<file path="src/rtl/uart_transmitter_bit.sv">
// uart_transmitter_bit: packs a valid/ready bit stream LSB-first into bytes, double-buffers them
// and serialises 8N1/8N2 frames on tx. Defining UART_TX_BIT_PARITY_EN inserts an even parity bit.
module uart_transmitter_bit #(
  parameter int OVERSAMPLE = 16,
  parameter int STOP_BITS  = 1
) (
  input  logic       clk,
  input  logic       rst,
  input  logic       baud_tick,
  input  logic       bit_in,
  input  logic       bit_valid,
  output logic       bit_ready,
  input  logic       flush,
  output logic       tx,
  output logic       busy,
  output logic [3:0] pack_count
);

  localparam int            TW        = $clog2(OVERSAMPLE);
  localparam logic [TW-1:0] TICK_LAST = TW'(OVERSAMPLE - 32'sd1);
  localparam logic          STOP_LAST = 1'(STOP_BITS - 32'sd1);

`ifdef UART_TX_BIT_PARITY_EN
  typedef enum logic [2:0] {
    IDLE   = 3'd0,
    START  = 3'd1,
    DATA   = 3'd2,
    PARITY = 3'd3,
    STOP   = 3'd4
  } state_t;
`else
  typedef enum logic [1:0] {
    IDLE  = 2'd0,
    START = 2'd1,
    DATA  = 2'd2,
    STOP  = 2'd3
  } state_t;
`endif

  function automatic logic even_parity(input logic [7:0] data);
    return ^data;
  endfunction

  state_t        state_r;
  logic [3:0]    pack_count_r;
  logic [7:0]    pack_data_r;
  logic          hold_valid_r;
  logic [7:0]    hold_data_r;
  logic [7:0]    shift_r;
  logic [TW-1:0] tick_r;
  logic [2:0]    bit_idx_r;
  logic          stop_idx_r;
  logic          tx_r;
`ifdef UART_TX_BIT_PARITY_EN
  logic          parity_r;
`endif

  logic          pack_full_s;
  logic          bit_ready_s;
  logic          accept_s;
  logic          move_s;
  logic          take_s;
  logic          last_tick_s;
  logic [3:0]    cnt_next_s;
  logic [7:0]    data_next_s;

  assign pack_full_s = (pack_count_r == 4'd8);
  assign bit_ready_s = !pack_full_s;
  assign accept_s    = bit_valid && bit_ready_s;
  assign move_s      = pack_full_s && !hold_valid_r;
  assign take_s      = (state_r == IDLE) && hold_valid_r;
  assign last_tick_s = baud_tick && (tick_r == TICK_LAST);

  // Packer next state: store the accepted bit first, then let flush pad up to a full byte.
  always_comb begin
    cnt_next_s  = pack_count_r;
    data_next_s = pack_data_r;
    if (move_s) begin
      // Clearing here makes flush padding zero without any extra masking.
      cnt_next_s  = 4'd0;
      data_next_s = 8'h00;
    end else if (pack_full_s) begin
      cnt_next_s  = pack_count_r;
    end else begin
      if (accept_s) begin
        data_next_s[pack_count_r[2:0]] = bit_in;
        cnt_next_s                     = pack_count_r + 4'd1;
      end else begin
        cnt_next_s = pack_count_r;
      end
      if (flush && (cnt_next_s != 4'd0) && (cnt_next_s != 4'd8)) begin
        cnt_next_s = 4'd8;
      end else begin
        cnt_next_s = cnt_next_s;
      end
    end
  end

  // Packer and hold register; the hold flag is set by the packer and cleared when the FSM takes it.
  always_ff @(posedge clk or negedge rst) begin
    if (!rst) begin
      pack_count_r <= 4'd0;
      pack_data_r  <= 8'h00;
      hold_valid_r <= 1'b0;
      hold_data_r  <= 8'h00;
    end else begin
      pack_count_r <= cnt_next_s;
      pack_data_r  <= data_next_s;
      if (move_s) begin
        hold_valid_r <= 1'b1;
        hold_data_r  <= pack_data_r;
      end else if (take_s) begin
        hold_valid_r <= 1'b0;
      end else begin
        hold_valid_r <= hold_valid_r;
      end
    end
  end

  // Frame FSM; tx is updated on the same edge as each state change so it never glitches.
  always_ff @(posedge clk or negedge rst) begin
    if (!rst) begin
      state_r    <= IDLE;
      shift_r    <= 8'h00;
      tick_r     <= '0;
      bit_idx_r  <= 3'd0;
      stop_idx_r <= 1'b0;
      tx_r       <= 1'b1;
`ifdef UART_TX_BIT_PARITY_EN
      parity_r   <= 1'b0;
`endif
    end else begin
      if ((state_r != IDLE) && baud_tick) begin
        tick_r <= last_tick_s ? '0 : (tick_r + TW'(1'b1));
      end
      case (state_r)
        IDLE: begin
          tx_r <= 1'b1;
          if (take_s) begin
            state_r    <= START;
            shift_r    <= hold_data_r;
            tick_r     <= '0;
            bit_idx_r  <= 3'd0;
            stop_idx_r <= 1'b0;
            tx_r       <= 1'b0;
`ifdef UART_TX_BIT_PARITY_EN
            parity_r   <= even_parity(hold_data_r);
`endif
          end
        end
        START: begin
          if (last_tick_s) begin
            state_r <= DATA;
            tx_r    <= shift_r[0];
          end
        end
        DATA: begin
          if (last_tick_s) begin
            if (bit_idx_r == 3'd7) begin
`ifdef UART_TX_BIT_PARITY_EN
              state_r <= PARITY;
              tx_r    <= parity_r;
`else
              state_r <= STOP;
              tx_r    <= 1'b1;
`endif
            end else begin
              shift_r   <= {1'b0, shift_r[7:1]};
              tx_r      <= shift_r[1];
              bit_idx_r <= bit_idx_r + 3'd1;
            end
          end
        end
`ifdef UART_TX_BIT_PARITY_EN
        PARITY: begin
          if (last_tick_s) begin
            state_r <= STOP;
            tx_r    <= 1'b1;
          end
        end
`endif
        STOP: begin
          tx_r <= 1'b1;
          if (last_tick_s) begin
            if (stop_idx_r == STOP_LAST) begin
              state_r <= IDLE;
            end else begin
              stop_idx_r <= 1'b1;
            end
          end
        end
        default: begin
          state_r <= IDLE;
          tx_r    <= 1'b1;
        end
      endcase
    end
  end

  assign bit_ready  = bit_ready_s;
  assign tx         = tx_r;
  assign busy       = (state_r != IDLE) || hold_valid_r;
  assign pack_count = pack_count_r;

endmodule

</file>
<file path="config.mk">
export PLATFORM = sky130hd
export DESIGN_NAME = uart_transmitter_bit
export DESIGN_NICKNAME = d
export VERILOG_FILES = /design/src/rtl/uart_transmitter_bit.sv
export SDC_FILE = /design/constraint.sdc
export NUM_CORES = 1
export LEC_CHECK = 0
export CORE_ASPECT_RATIO = 1.75
export CORE_UTILIZATION = 35
export DETAILED_ROUTE_END_ITERATION = 12
export PLACE_DENSITY_LB_ADDON = 0.2
export SLEW_MARGIN = 15
export SYNTH_ARGS = -nofsm -noshare
export SYNTH_HDL_FRONTEND = slang
export SYNTH_SLANG_ARGS = --single-unit
export TNS_END_PERCENT = 20
</file>
<file path="constraint.sdc">
create_clock -name clk -period 2.2 [get_ports clk]
set_input_delay 0.22 -clock clk [delete_from_list [all_inputs] [get_ports clk]]
set_output_delay 0.22 -clock clk [all_outputs]
set_load 0.005 [all_outputs]
</file>
# Word level (Yosys, flattened, before mapping)
# Cells that the tools add are included.
# word_totals
regBits,40
word_cells,94
# op_classes
add_sub_neg,3
magnitude_cmp,2
eq_ne,15
n_mux,41
reduce_logical,23
# op_table
operator,n
two-way mux 8 bit,6
two-way mux 4 bit,10
case mux 8 bit (2 select lines),1
"!= test 2 bit, second input constant",7
two-way mux 2 bit,6
nonzero test 2 bit,5
two-way mux 1 bit,9
two-way mux 3 bit,3
"adder 4 x 1 -> 4 bit, second input constant",2
bitwise mux 8 bit,1
"equality test 4 bit, second input constant",2
logical AND 1 bit,8
case mux 2 bit (4 select lines),1
case mux 3 bit (2 select lines),1
AND reduction 6 bit,1
"equality test 2 bit, second input constant",2
"< comparator 3 x 4 -> 1 bit, second input constant",1
"!= test 4 bit, second input constant",1
case mux 1 bit (4 select lines),1
AND reduction 2 bit,2
AND reduction 4 bit,1
nonzero test 4 bit,1
"adder 3 x 1 -> 3 bit, second input constant",1
demux 1 bit (select 3 bit),1
9 further kinds,10

# Depth between registers and ports, before layout
# Gate-level depths: netlist of the first run.
# depth
depth_word,12
ltp_mapped,9
mapped_depth_nobuf,7

# Worst setup path before layout of the first run
# OpenSTA, ideal clock, no wires.
# synth_path
kind,reg-to-reg
from,"register pack_count_r[1], in the netlist pack_count[1]"
to,register hold_data_r[5]
setup_time_ps,125
arrival_ps,1751
required_time_ps,2075
setup_slack_ps,324
path_stages_with_launch,10
n_path_buf,3
synth_period_minus_slack_ps,1876
cell_sequence,dfrtp_1 clkbuf_1 inv_1 ha_1 and3b_1 buf_6 inv_4 nor2_8 buf_6 mux2_4
# synth_via
elab_chain_cells,2
# synth_lines
item,line_no,text
from (decl),45,logic [3:0] pack_count_r;
from (signal assigned),107,pack_count_r <= cnt_next_s;
equality test 4 bit,67,assign pack_full_s = (pack_count_r == 4'd8);
logical AND 1 bit,70,assign move_s = pack_full_s && !hold_valid_r;
to (signal assigned),111,hold_data_r <= pack_data_r;
to (decl),48,logic [7:0] hold_data_r;
# Every way passes these cells.
# A chain may end at the register's enable or synchronous reset.

# Final worst setup path of the first run
# layout_path
from,"register pack_count_r[0], in the netlist pack_count[0]"
to,output port bit_ready
# layout_via
elab_chain_cells,2
# layout_lines
item,line_no,text
equality test 4 bit,67,
logical NOT 1 bit,68,assign bit_ready_s = !pack_full_s;
to (decl),12,"output logic bit_ready,"
# Every way passes these cells.

==> results of run 1 <==
## metal layers
metal,GRT usage,up-vias
met2,0.275,17
li1,-,805
met3,0.0255,6
met5,0,-
met4,0.0587,0
met1,0.195,806
## state kept, by name, summed over array words and instances, names as in the netlist
signal	flops
hold_data_r	8
pack_count	4
tick_r	4
pack_data_r	8
shift_r	8
tx	1
state_r	2
hold_valid_r	1
bit_idx_r	3
## placed cells by master (no fill, tap or decap), drive strengths merged, types with 2 or more instances in the layout
cell type / count
dfrtp: 38
clkbuf: 5
buf: 9
a211oi: 2
o22ai: 12
nand2: 15
nand4: 4
a22oi: 2
nand2b: 2
a21oi: 10
xnor2: 2
ha: 9
nor3: 2
nor2: 16
mux2: 11
o21ai: 17
clkinv: 2
a31oi: 2
nand3: 9
a22o: 2
mux2i: 12
nor2b: 4
inv: 9
clkdlybuf4s50: 11
## kinds of logic (layout without fill, tap and decap cells)
| logic type | after synthesis | in the layout |
|---|---|---|
| XOR/XNOR | 3 | 3 |
| buffers and inverters | 20 | 38 |
| flip-flops | 39 | 39 |
| adder cells (fa/ha/maj) | 9 | 9 |
| AND/OR/NAND/NOR | 61 | 61 |
| multiplexers | 23 | 23 |
| AO/OA/AOI/OAI | 57 | 57 |
## how the worst max path moves through the flow
stage                   from        endpoint  slack [ns]  cells after the start
2_1_floorplan  pack_count[1]  hold_data_r[5]        0.32                      9
3_3_place_gp       bit_valid   pack_count[3]        0.33                      5
3_5_place_dp       baud_tick      state_r[1]        0.26                      5
4_1_cts           state_r[0]            busy        0.03                      5
5_1_grt        pack_count[0]       bit_ready        0.04                      5
6_report       pack_count[0]       bit_ready        0.13                      5
## layout make-up
class	instances	area share
clock inverters	3	0.0175
inverters	9	0.0155
repair buffers	21	0.0741
multi-input cells	153	0.435
well taps	78	0.0391
flip-flops and latches	39	0.391
clock buffers	5	0.0275
## report_power, final
group / internal (µW) / leakage, µW / switching [µW]
Combinational: 710 / 0.000557 / 824
Clock: 338 / 0.0000581 / 269
Sequential: 953 / 0.000507 / 185
## what timing repair did
item | CTS | global route
hold endpoints to repair | 13 | 0
buffers inserted | 0 | 0
gates resized for setup | 0 | 3
endpoints found under the setup margin | 0 | 1
hold buffers | 1 | 0
## worst max-delay path, cell delays in order (launching register included)
cell,delay [ns]
dfrtp_1,0.36
inv_1,0.05
ha_1,0.23
and3b_1,0.29
inv_4,0.13
clkdlybuf4s50_1,0.51
## stage by stage
step	area, µm²	hold WS [ns]	std cells	power [µW]	utilization
final	2500	0.503	308	3280	0.422
after global routing	2500	0.530	308	3560	0.422
after CTS	2490	0.515	308	3310	0.421
after detailed placement	2370	0.313	299	2700	0.400
after global placement	2370	0.316	299	2670	0.400
after floorplan	2160	-0.0756	212	2250	-
==> results.sh, run 1 <==
export IMPL_status="complete, no violations"
export IMPL_cts_tree="yes"
export IMPL_synth_commonest_cells="38 x dfrtp_1, 15 x nand2_1, 15 x o21ai_0"
export IMPL_cts_sinks=39
export IMPL_die_area_mm2=0.00650
export IMPL_drc=0
export IMPL_finalHoldViolations=0
export IMPL_rows=37
export IMPL_final_fill_count=628
export IMPL_crit_required_ns=1.98
export IMPL_antennaDiodeCount=0
export IMPL_initial_core_util=0.365
export IMPL_synthMuxAreaShare=0.116
export IMPL_drive_gt1_frac=0.157
export IMPL_clk_path_buf_depth=2
export IMPL_die_height_um=106
export IMPL_timing_rr_end="hold_data_r[1]"
export IMPL_drt_first_pass_iters=4
export IMPL_timing_final_ws_setup_ns=0.132
export IMPL_ys_seq_area_frac=0.452
export IMPL_wire_per_inst_um=14.8
export IMPL_core_mm2=0.00593
export IMPL_gp_congestion=0.766
export IMPL_startpoint_type="register"
export IMPL_synth_flop_cell="dfrtp_1"
export IMPL_async_flop_share=1.00
export IMPL_hold_path_class="in2async"
export IMPL_maxSlewHeadroom=0.659
export IMPL_root_buffer="clkbuf_8"
export IMPL_drt_met1_wl_um=1900
export IMPL_synth_compound_area_frac=0.169
export IMPL_slew_viol_final=0
export IMPL_clk_pin_slew_ns=0.08
export IMPL_synth_simple_gate_area_share=0.153
export IMPL_tns_ns=0
export IMPL_wirelength_um=4540
export IMPL_synth_adder_area_share=0.0521
export IMPL_ir_drop_mv=0.391
export IMPL_fin_skew_ns=0.00859
export IMPL_synth_top_family_by_area="compound AO/OA/AOI/OAI gates"
export IMPL_crit_path_end_kind="output pin"
export IMPL_fmax_ghz=0.484
export IMPL_synth_top_area_share=0.440
export IMPL_reg2reg_from="pack_count[0]"
export IMPL_cts_htree_levels=2
export IMPL_drt_iter0_markers=30
export IMPL_r2r_slack_ns=0.37
export IMPL_yosys_warnings=0
export IMPL_io_pins=13
export IMPL_grt_usage=0.160
export IMPL_cts_buffers=5
export IMPL_die_w_um=61.4
export IMPL_met2_length_um=2470
export IMPL_power_density_mw_per_mm2=1310
export IMPL_rr_worst_depth=6
export IMPL_worstPathArrival_ns=1.85
export IMPL_grt_setup_unrepaired="false"
export IMPL_worst_setup_path_type="reg2out"
export IMPL_syn_area_per_cell_um2=10.2
export IMPL_yosysMostFrequentCell="dfrtp_1"
export IMPL_cap_violations=0
export IMPL_antenna_left=0
export IMPL_synth_nets=227
export IMPL_syn2layout_area_growth_pct=15.6
export IMPL_grt_max_degree=40
export IMPL_clock_latency_ns=0.29
export IMPL_antenna_found_initial=0
export IMPL_met3_length_um=91
export IMPL_vias_per_cell=5.31
export IMPL_yosys_area_top_type="dfrtp_1"
export IMPL_worst_slew_pin_slew_ns=0.512
export IMPL_synth_xor_area_frac=0.0122
export IMPL_dr_total_vias=1634
export IMPL_grt_pass1_wl_um=7830
export IMPL_multiInputGateArea_mm2=0.00109
export IMPL_post_route_period_util=0.940
export IMPL_routed_top_layer="met4"
export IMPL_pre_cts_ws_ns=0.263
export IMPL_synthCells=212
export IMPL_ys_ff_latch=39
export IMPL_syn_area_mm2=0.00216
export IMPL_port_buffers=12
export IMPL_synthTopCellsByArea="dfrtp_1 44%, mux2i_1 5.6%, ha_1 5.2%, mux2_2 4.2%, o21ai_0 3.5%"
export IMPL_p_leak_uw=0.00112
export IMPL_min_period_ns=2.07
export IMPL_cp_max_fo=6
export IMPL_setup_viol=0
export IMPL_grt_overflow=0
export IMPL_layout_area_seq_um2=977
export IMPL_final_nets=244
export IMPL_grt_pass1_vias=1629
export IMPL_yosysUniqueCellTypes=51
export IMPL_synth_edff_count=0
export IMPL_hpwl_um=3230
(Power assumes the default switching activity.)
==> inputs of run 2 (changes only) <==
--- a/config.mk
+++ b/config.mk
@@ -5,8 +5,9 @@
 export SDC_FILE = /design/constraint.sdc
 export NUM_CORES = 1
 export LEC_CHECK = 0
+export ABC_AREA = 1
 export CORE_ASPECT_RATIO = 1.75
-export CORE_UTILIZATION = 35
+export CORE_UTILIZATION = 30
 export DETAILED_ROUTE_END_ITERATION = 12
 export PLACE_DENSITY_LB_ADDON = 0.2
 export SLEW_MARGIN = 15
==> run 2 against run 1 <==
Worst hold slack got worse by 0.18 ns. Clock-buffer cell count did not move. Worst setup slack improved by 0.063 ns. Sequential share of layout area rose by 2.3 points. Via count shrank 8.0%. Non-clock buffer count fell by 6. Fmax grew 3.1%. Flip-flop and latch count unchanged. Routed wire length is 14% lower. Cell area down 5.5%. Final cell count increased by 9.7%. Critical path type unchanged.
==> results.sh, run 2 <==
export IMPL_status="complete, no violations"
export IMPL_synth_compound_area_frac=0.141
export IMPL_hpwl_um=3020
export IMPL_synthCells=238
export IMPL_path_delay_family="buffers and inverters"
export IMPL_maxSlewHeadroom=0.743
export IMPL_final_common_cell="nand2_1"
export IMPL_drc=0
export IMPL_gp_congestion=0.711
export IMPL_min_period_ns=2.00
export IMPL_drt_iter0_markers=43
export IMPL_async_flop_share=1.00
export IMPL_p_leak_uw=0.00110
export IMPL_synth_edff_count=0
export IMPL_yosysUniqueCellTypes=29
export IMPL_ys_ff_latch=39
export IMPL_yosysMostFrequentCell="nand2_1"
export IMPL_antenna_found_initial=0
export IMPL_syn2layout_area_growth_pct=17.6
export IMPL_final_fill_count=680
export IMPL_post_route_period_util=0.911
export IMPL_cap_violations=0
export IMPL_cts_buffers=5
export IMPL_pre_cts_ws_ns=0.494
export IMPL_antenna_left=0
export IMPL_yosys_warnings=0
export IMPL_grt_pass1_wl_um=6930
export IMPL_io_pins=13
export IMPL_wirelength_um=3920
export IMPL_rr_worst_depth=9
export IMPL_vias_per_cell=4.45
export IMPL_worstPathArrival_ns=1.78
export IMPL_power_density_mw_per_mm2=964
export IMPL_dr_total_vias=1504
export IMPL_final_area_mm2=0.00236
export IMPL_clock_latency_ns=0.28
export IMPL_fin_skew_ns=0.00650
export IMPL_top_regs="hold_data_r (8), pack_data_r (8), shift_r (8)"
export IMPL_finalPower_uw=2280
export IMPL_intPower_uw=1530
export IMPL_initial_core_util=0.309
export IMPL_crit_cells=4
export IMPL_grt_max_degree=31
export IMPL_clk_pin_slew_ns=0.06
export IMPL_fmax_ghz=0.499
export IMPL_switching_share=0.329
export IMPL_cp_max_fo=10
export IMPL_place_area_mm2=0.00221
export IMPL_cts_sinks=39
export IMPL_slew_viol_final=0
export IMPL_synth_flop_cell="dfrtp_1"
export IMPL_pwr_share_seq=0.433
export IMPL_synth_commonest_cells="58 x nand2_1, 38 x dfrtp_1, 28 x nor2_1"
export IMPL_rows=39
export IMPL_final_cell_mix="58 x nand2_1, 38 x dfrtp_1, 28 x nor2_1"
export IMPL_synth_simple_gate_area_share=0.245
export IMPL_p_sw_uw=750
export IMPL_synthMuxAreaShare=0
export IMPL_syn_area_per_cell_um2=8.44
export IMPL_startpoint_type="register"
export IMPL_synth_nets=253
export IMPL_tns_ns=0
export IMPL_cts_repair_resized=0
export IMPL_antennaDiodeCount=0
export IMPL_synth_adder_area_share=0.0561
export IMPL_utilization=0.364
export IMPL_drt_first_pass_iters=4
export IMPL_ys_seq_area_frac=0.487
export IMPL_setup_viol=0
export IMPL_syn_area_mm2=0.00201
export IMPL_crit_path_max_incr_delay_ns=0.52
export IMPL_crit_buf_inv=2
export IMPL_die_area_mm2=0.00704
export IMPL_synth_top_area_share=0.474
export IMPL_clockPowerShare=0.309
export IMPL_grt_usage=0.129
export IMPL_hold_path_class="in2async"
export IMPL_worst_setup_path_type="reg2out"
export IMPL_synth_top_family_by_area="simple AND/OR/NAND/NOR gates"
export IMPL_combPwrFrac=0.258
export IMPL_die_height_um=110
export IMPL_root_buffer="clkbuf_16"
export IMPL_ir_drop_mv=0.450
export IMPL_core_mm2=0.00649
export IMPL_cts_tree="yes"
export IMPL_r2r_slack_ns=0.55
export IMPL_final_nets=270
export IMPL_crit_chain="inv_1 -> ha_1 -> nand3_4 -> clkdlybuf4s50_1"
export IMPL_cts_htree_levels=2
export IMPL_grt_overflow=0
export IMPL_grt_pass1_vias=1471
export IMPL_die_w_um=63.8
export IMPL_crit_required_ns=1.98
export IMPL_clk_path_buf_depth=2
export IMPL_yosys_area_top_type="dfrtp_1"
export IMPL_crit_path_end_kind="output pin"
export IMPL_grt_setup_unrepaired="false"
export IMPL_wire_per_inst_um=11.6
export IMPL_port_buffers=12
export IMPL_critPathSlowestCell="dfrtp_1"
export IMPL_timing_final_ws_setup_ns=0.195
export IMPL_worst_slew_pin_slew_ns=0.386
export IMPL_drive_gt1_frac=0.129
export IMPL_finalHoldViolations=0
export IMPL_synthTopCellsByArea="dfrtp_1 47%, nand2_1 11%, o21ai_0 5.7%, ha_1 5.6%, nor2_1 5.2%"
export IMPL_synth_xor_area_frac=0.00436
[run 2: changes by cell type after synthesis, moves of 3 or more]
cell | before | now
clkbuf_1 | 4 | 1
inv_1 | 8 | 24
inv_2 | 0 | 3
mux2_2 | 8 | 0
mux2i_1 | 12 | 0
nand2_1 | 15 | 58
nand2_2 | 0 | 4
nor2_1 | 14 | 28
nor2b_1 | 4 | 0
o21ai_0 | 15 | 23
o21ai_2 | 0 | 7
o22ai_1 | 12 | 1
[run 2: worst paths after layout]
check / start / to
worst max-delay path: pack_count[1] / bit_ready
worst min-delay path: rst / shift_r[3]
worst max register to register: pack_count[1] / pack_count[1]
worst min register to register: shift_r[5] / shift_r[5]
max in group asynchronous: rst / tick_r[1]
min in group clk: shift_r[5] / shift_r[5]
[run 2: cell type report]
| type | count | area, µm² | share of cell area |
|---|---|---|---|
| Clock buffer | 5 | 125 | 0.0530 |
| Clock inverter | 3 | 20.0 | 0.00847 |
| Inverter | 27 | 101 | 0.0429 |
| Multi-Input combinational cell | 167 | 896 | 0.379 |
| Sequential cell | 39 | 977 | 0.414 |
| Tap cell | 82 | 103 | 0.0434 |
| Timing Repair Buffer | 15 | 140 | 0.0593 |
[run 2: power by group through the flow]
stage / Sequential [µW] / Combinational, µW / Clock, µW
after CTS: 987 / 600 / 723
after floorplan: 966 / 435 / 0
after global routing: 1010 / 694 / 751
final: 985 / 588 / 704
after detailed placement: 999 / 593 / 0
after global placement: 999 / 592 / 0
[run 2: cell families (layout without fill, tap and decap cells)]
group,count (synthesis),after routing
xor+xnor,1,1
fa+ha+maj,9,9
flops,39,39
simple gates,110,110
buf+inv,32,50
compound gates,47,47
[run 2: what timing repair did]
item | CTS | global route
buffers inserted | 0 | 0
setup endpoints to repair | 0 | 0
hold buffers | 1 | 0
hold endpoints to repair | 8 | 0
[run 2: per-layer routing]
layer / share of wire / routed length, µm / track usage / vias to the layer above
li1: - / - / - / 794
met4: 0.016 / 64 / 0.0633 / 0
met2: 0.54 / 2110 / 0.238 / 21
met5: 0 / 0 / 0 / -
met3: 0.021 / 82 / 0.0216 / 4
met1: 0.42 / 1660 / 0.142 / 685
[run 2: metrics by stage]
step / hold WS, ns / instances
after global placement: 0.0975 / 329
after detailed placement: 0.0985 / 329
final: 0.327 / 338
after CTS: 0.336 / 338
after global routing: 0.370 / 338
after floorplan: -0.0756 / 238
==> inputs of run 3 (changes only) <==
--- a/config.mk
+++ b/config.mk
@@ -10,6 +10,7 @@
 export CORE_UTILIZATION = 30
 export DETAILED_ROUTE_END_ITERATION = 12
 export PLACE_DENSITY_LB_ADDON = 0.2
+export REMOVE_ABC_BUFFERS = 1
 export SLEW_MARGIN = 15
 export SYNTH_ARGS = -nofsm -noshare
 export SYNTH_HDL_FRONTEND = slang
==> run 3 against run 2 <==
Clock skew fell by 0.0036 ns. Clock power is 20% higher. Sequential power hardly changed. Cell area increased by 1.5%. Worst setup slack better by 0.0063 ns.
==> results.sh, run 3 (synthesized netlist as in run 2, its figures left out) <==
export IMPL_status="complete, no violations"
export IMPL_cts_tree="yes"
export IMPL_core_mm2=0.00649
export IMPL_finalPower_uw=2430
export IMPL_worst_setup_path_type="reg2out"
export IMPL_pwr_share_seq=0.407
export IMPL_grt_overflow=0
export IMPL_top_regs="hold_data_r (8), pack_data_r (8), shift_r (8)"
export IMPL_combPwrFrac=0.244
export IMPL_clk_path_buf_depth=2
export IMPL_die_w_um=63.8
export IMPL_drc=0
export IMPL_final_cell_mix="58 x nand2_1, 38 x dfrtp_1, 28 x nor2_1"
export IMPL_grt_setup_unrepaired="false"
export IMPL_die_area_mm2=0.00704
export IMPL_cp_max_fo=6
export IMPL_clockPowerShare=0.349
export IMPL_antenna_left=0
export IMPL_drt_first_pass_iters=4
export IMPL_switching_share=0.310
export IMPL_reg2reg_from="pack_count[0]"
export IMPL_cap_violations=0
export IMPL_hold_path_class="in2async"
export IMPL_grt_max_degree=27
export IMPL_slew_viol_final=0
export IMPL_wirelength_um=4060
export IMPL_drive_gt1_frac=0.132
export IMPL_clock_latency_ns=0.28
export IMPL_gp_congestion=0.781
export IMPL_intPower_uw=1670
export IMPL_maxSlewHeadroom=0.610
export IMPL_worstPathArrival_ns=1.78
export IMPL_ir_drop_mv=0.469
export IMPL_cts_htree_levels=2
export IMPL_grt_pass1_wl_um=7100
export IMPL_antennaDiodeCount=0
export IMPL_p_leak_uw=0.00112
export IMPL_port_buffers=12
export IMPL_vias_per_cell=4.54
export IMPL_dr_total_vias=1540
export IMPL_crit_required_ns=1.98
export IMPL_cts_buffers=5
export IMPL_antenna_found_initial=0
export IMPL_syn2layout_area_growth_pct=19.4
export IMPL_worst_slew_pin_slew_ns=0.585
export IMPL_min_period_ns=2.00
export IMPL_drt_iter0_markers=56
export IMPL_rr_worst_depth=9
export IMPL_final_fill_count=684
export IMPL_root_buffer="clkbuf_16"
export IMPL_initial_core_util=0.309
export IMPL_post_route_period_util=0.908
export IMPL_tns_ns=0
export IMPL_cts_repair_resized=0
export IMPL_wire_per_inst_um=12.0
export IMPL_clk_pin_slew_ns=0.06
export IMPL_hpwl_um=3100
export IMPL_grt_pass1_vias=1532
export IMPL_rows=39
export IMPL_io_pins=13
export IMPL_setup_viol=0
export IMPL_fin_skew_ns=0.00295
export IMPL_crit_path_end_kind="output pin"
export IMPL_grt_usage=0.134
export IMPL_startpoint_type="register"
export IMPL_finalHoldViolations=0
export IMPL_final_common_cell="nand2_1"
export IMPL_power_density_mw_per_mm2=1010
export IMPL_p_sw_uw=753
export IMPL_die_height_um=110
export IMPL_timing_rr_end="pack_data_r[4]"
export IMPL_fmax_ghz=0.500
export IMPL_cts_sinks=39
export IMPL_r2r_slack_ns=0.53
export IMPL_final_nets=271
[run 3: cell types whose count changed in the layout (fill, tap and decap cells not counted)]
cell / previous run / this run
buf_4: 2 / 3
bufinv_16: 0 / 1
clkbuf_8: 0 / 1
clkinvlp_4: 2 / 0
[run 3: layer usage]
metal | up-vias | track usage | routed length, µm
met5 | - | 0 | 0
met4 | 0 | 0.0633 | 74
met1 | 708 | 0.146 | 1660
met2 | 28 | 0.248 | 2210
li1 | 800 | - | -
met3 | 4 | 0.0247 | 112
[run 3: worst max path at each step]
stage                       start       endpoint  slack, ns  cells past startpoint
floorplan           pack_count[0]  pack_count[1]       0.17                      7
CTS                    state_r[1]           busy       0.18                      6
global placement    pack_count[0]      bit_ready       0.50                      4
detailed placement  pack_count[1]      bit_ready       0.50                      4
finish                 state_r[1]           busy       0.20                      6
global route           state_r[1]           busy       0.09                      6
[run 3: final cells by class]
| type | count | area, µm² | share of cell area |
|---|---|---|---|
| Clock buffer | 6 | 139 | 0.0579 |
| Clock inverter | 2 | 35.0 | 0.0146 |
| Inverter | 27 | 101 | 0.0423 |
| Multi-Input combinational cell | 167 | 896 | 0.374 |
| Sequential cell | 39 | 977 | 0.407 |
| Tap cell | 82 | 103 | 0.0428 |
| Timing Repair Buffer | 16 | 148 | 0.0616 |
[run 3: metrics by stage]
| step | hold slack, ns | cell area [µm²] | setup WS [ns] | instances | utilization |
|---|---|---|---|---|---|
| 4_1_cts | 0.483 | 2400 | 0.183 | 339 | 0.370 |
| 5_1_grt | 0.496 | 2400 | 0.0873 | 339 | 0.370 |
| 3_3_place_gp | 0.256 | 2210 | 0.503 | 330 | 0.341 |
| 6_report | 0.469 | 2400 | 0.201 | 339 | 0.370 |
| 3_5_place_dp | 0.271 | 2210 | 0.504 | 330 | 0.341 |
| 2_1_floorplan | -0.0756 | 1970 | 0.172 | 233 | - |
[run 3: repair_timing]
action / 4_1_cts / 5_1_grt
buffers inserted: 0 / 0
hold endpoints to repair: 24 / 0
hold buffers: 1 / 0
[run 3: power by group through the flow]
stage | Combinational (µW) | Clock [µW] | Sequential, µW
CTS | 605 | 868 | 988
global placement | 594 | 0 | 1000
finish | 591 | 847 | 988
detailed placement | 599 | 0 | 1000
floorplan | 411 | 0 | 971
global route | 687 | 894 | 1010
[run 3: critical path, stage by stage, from the launching register on]
cell and delay [ns]:
dfrtp_1 0.41, inv_1 0.12, ha_1 0.29, inv_1 0.10, nor2_2 0.10, inv_2 0.06
clkdlybuf4s50_1 0.44
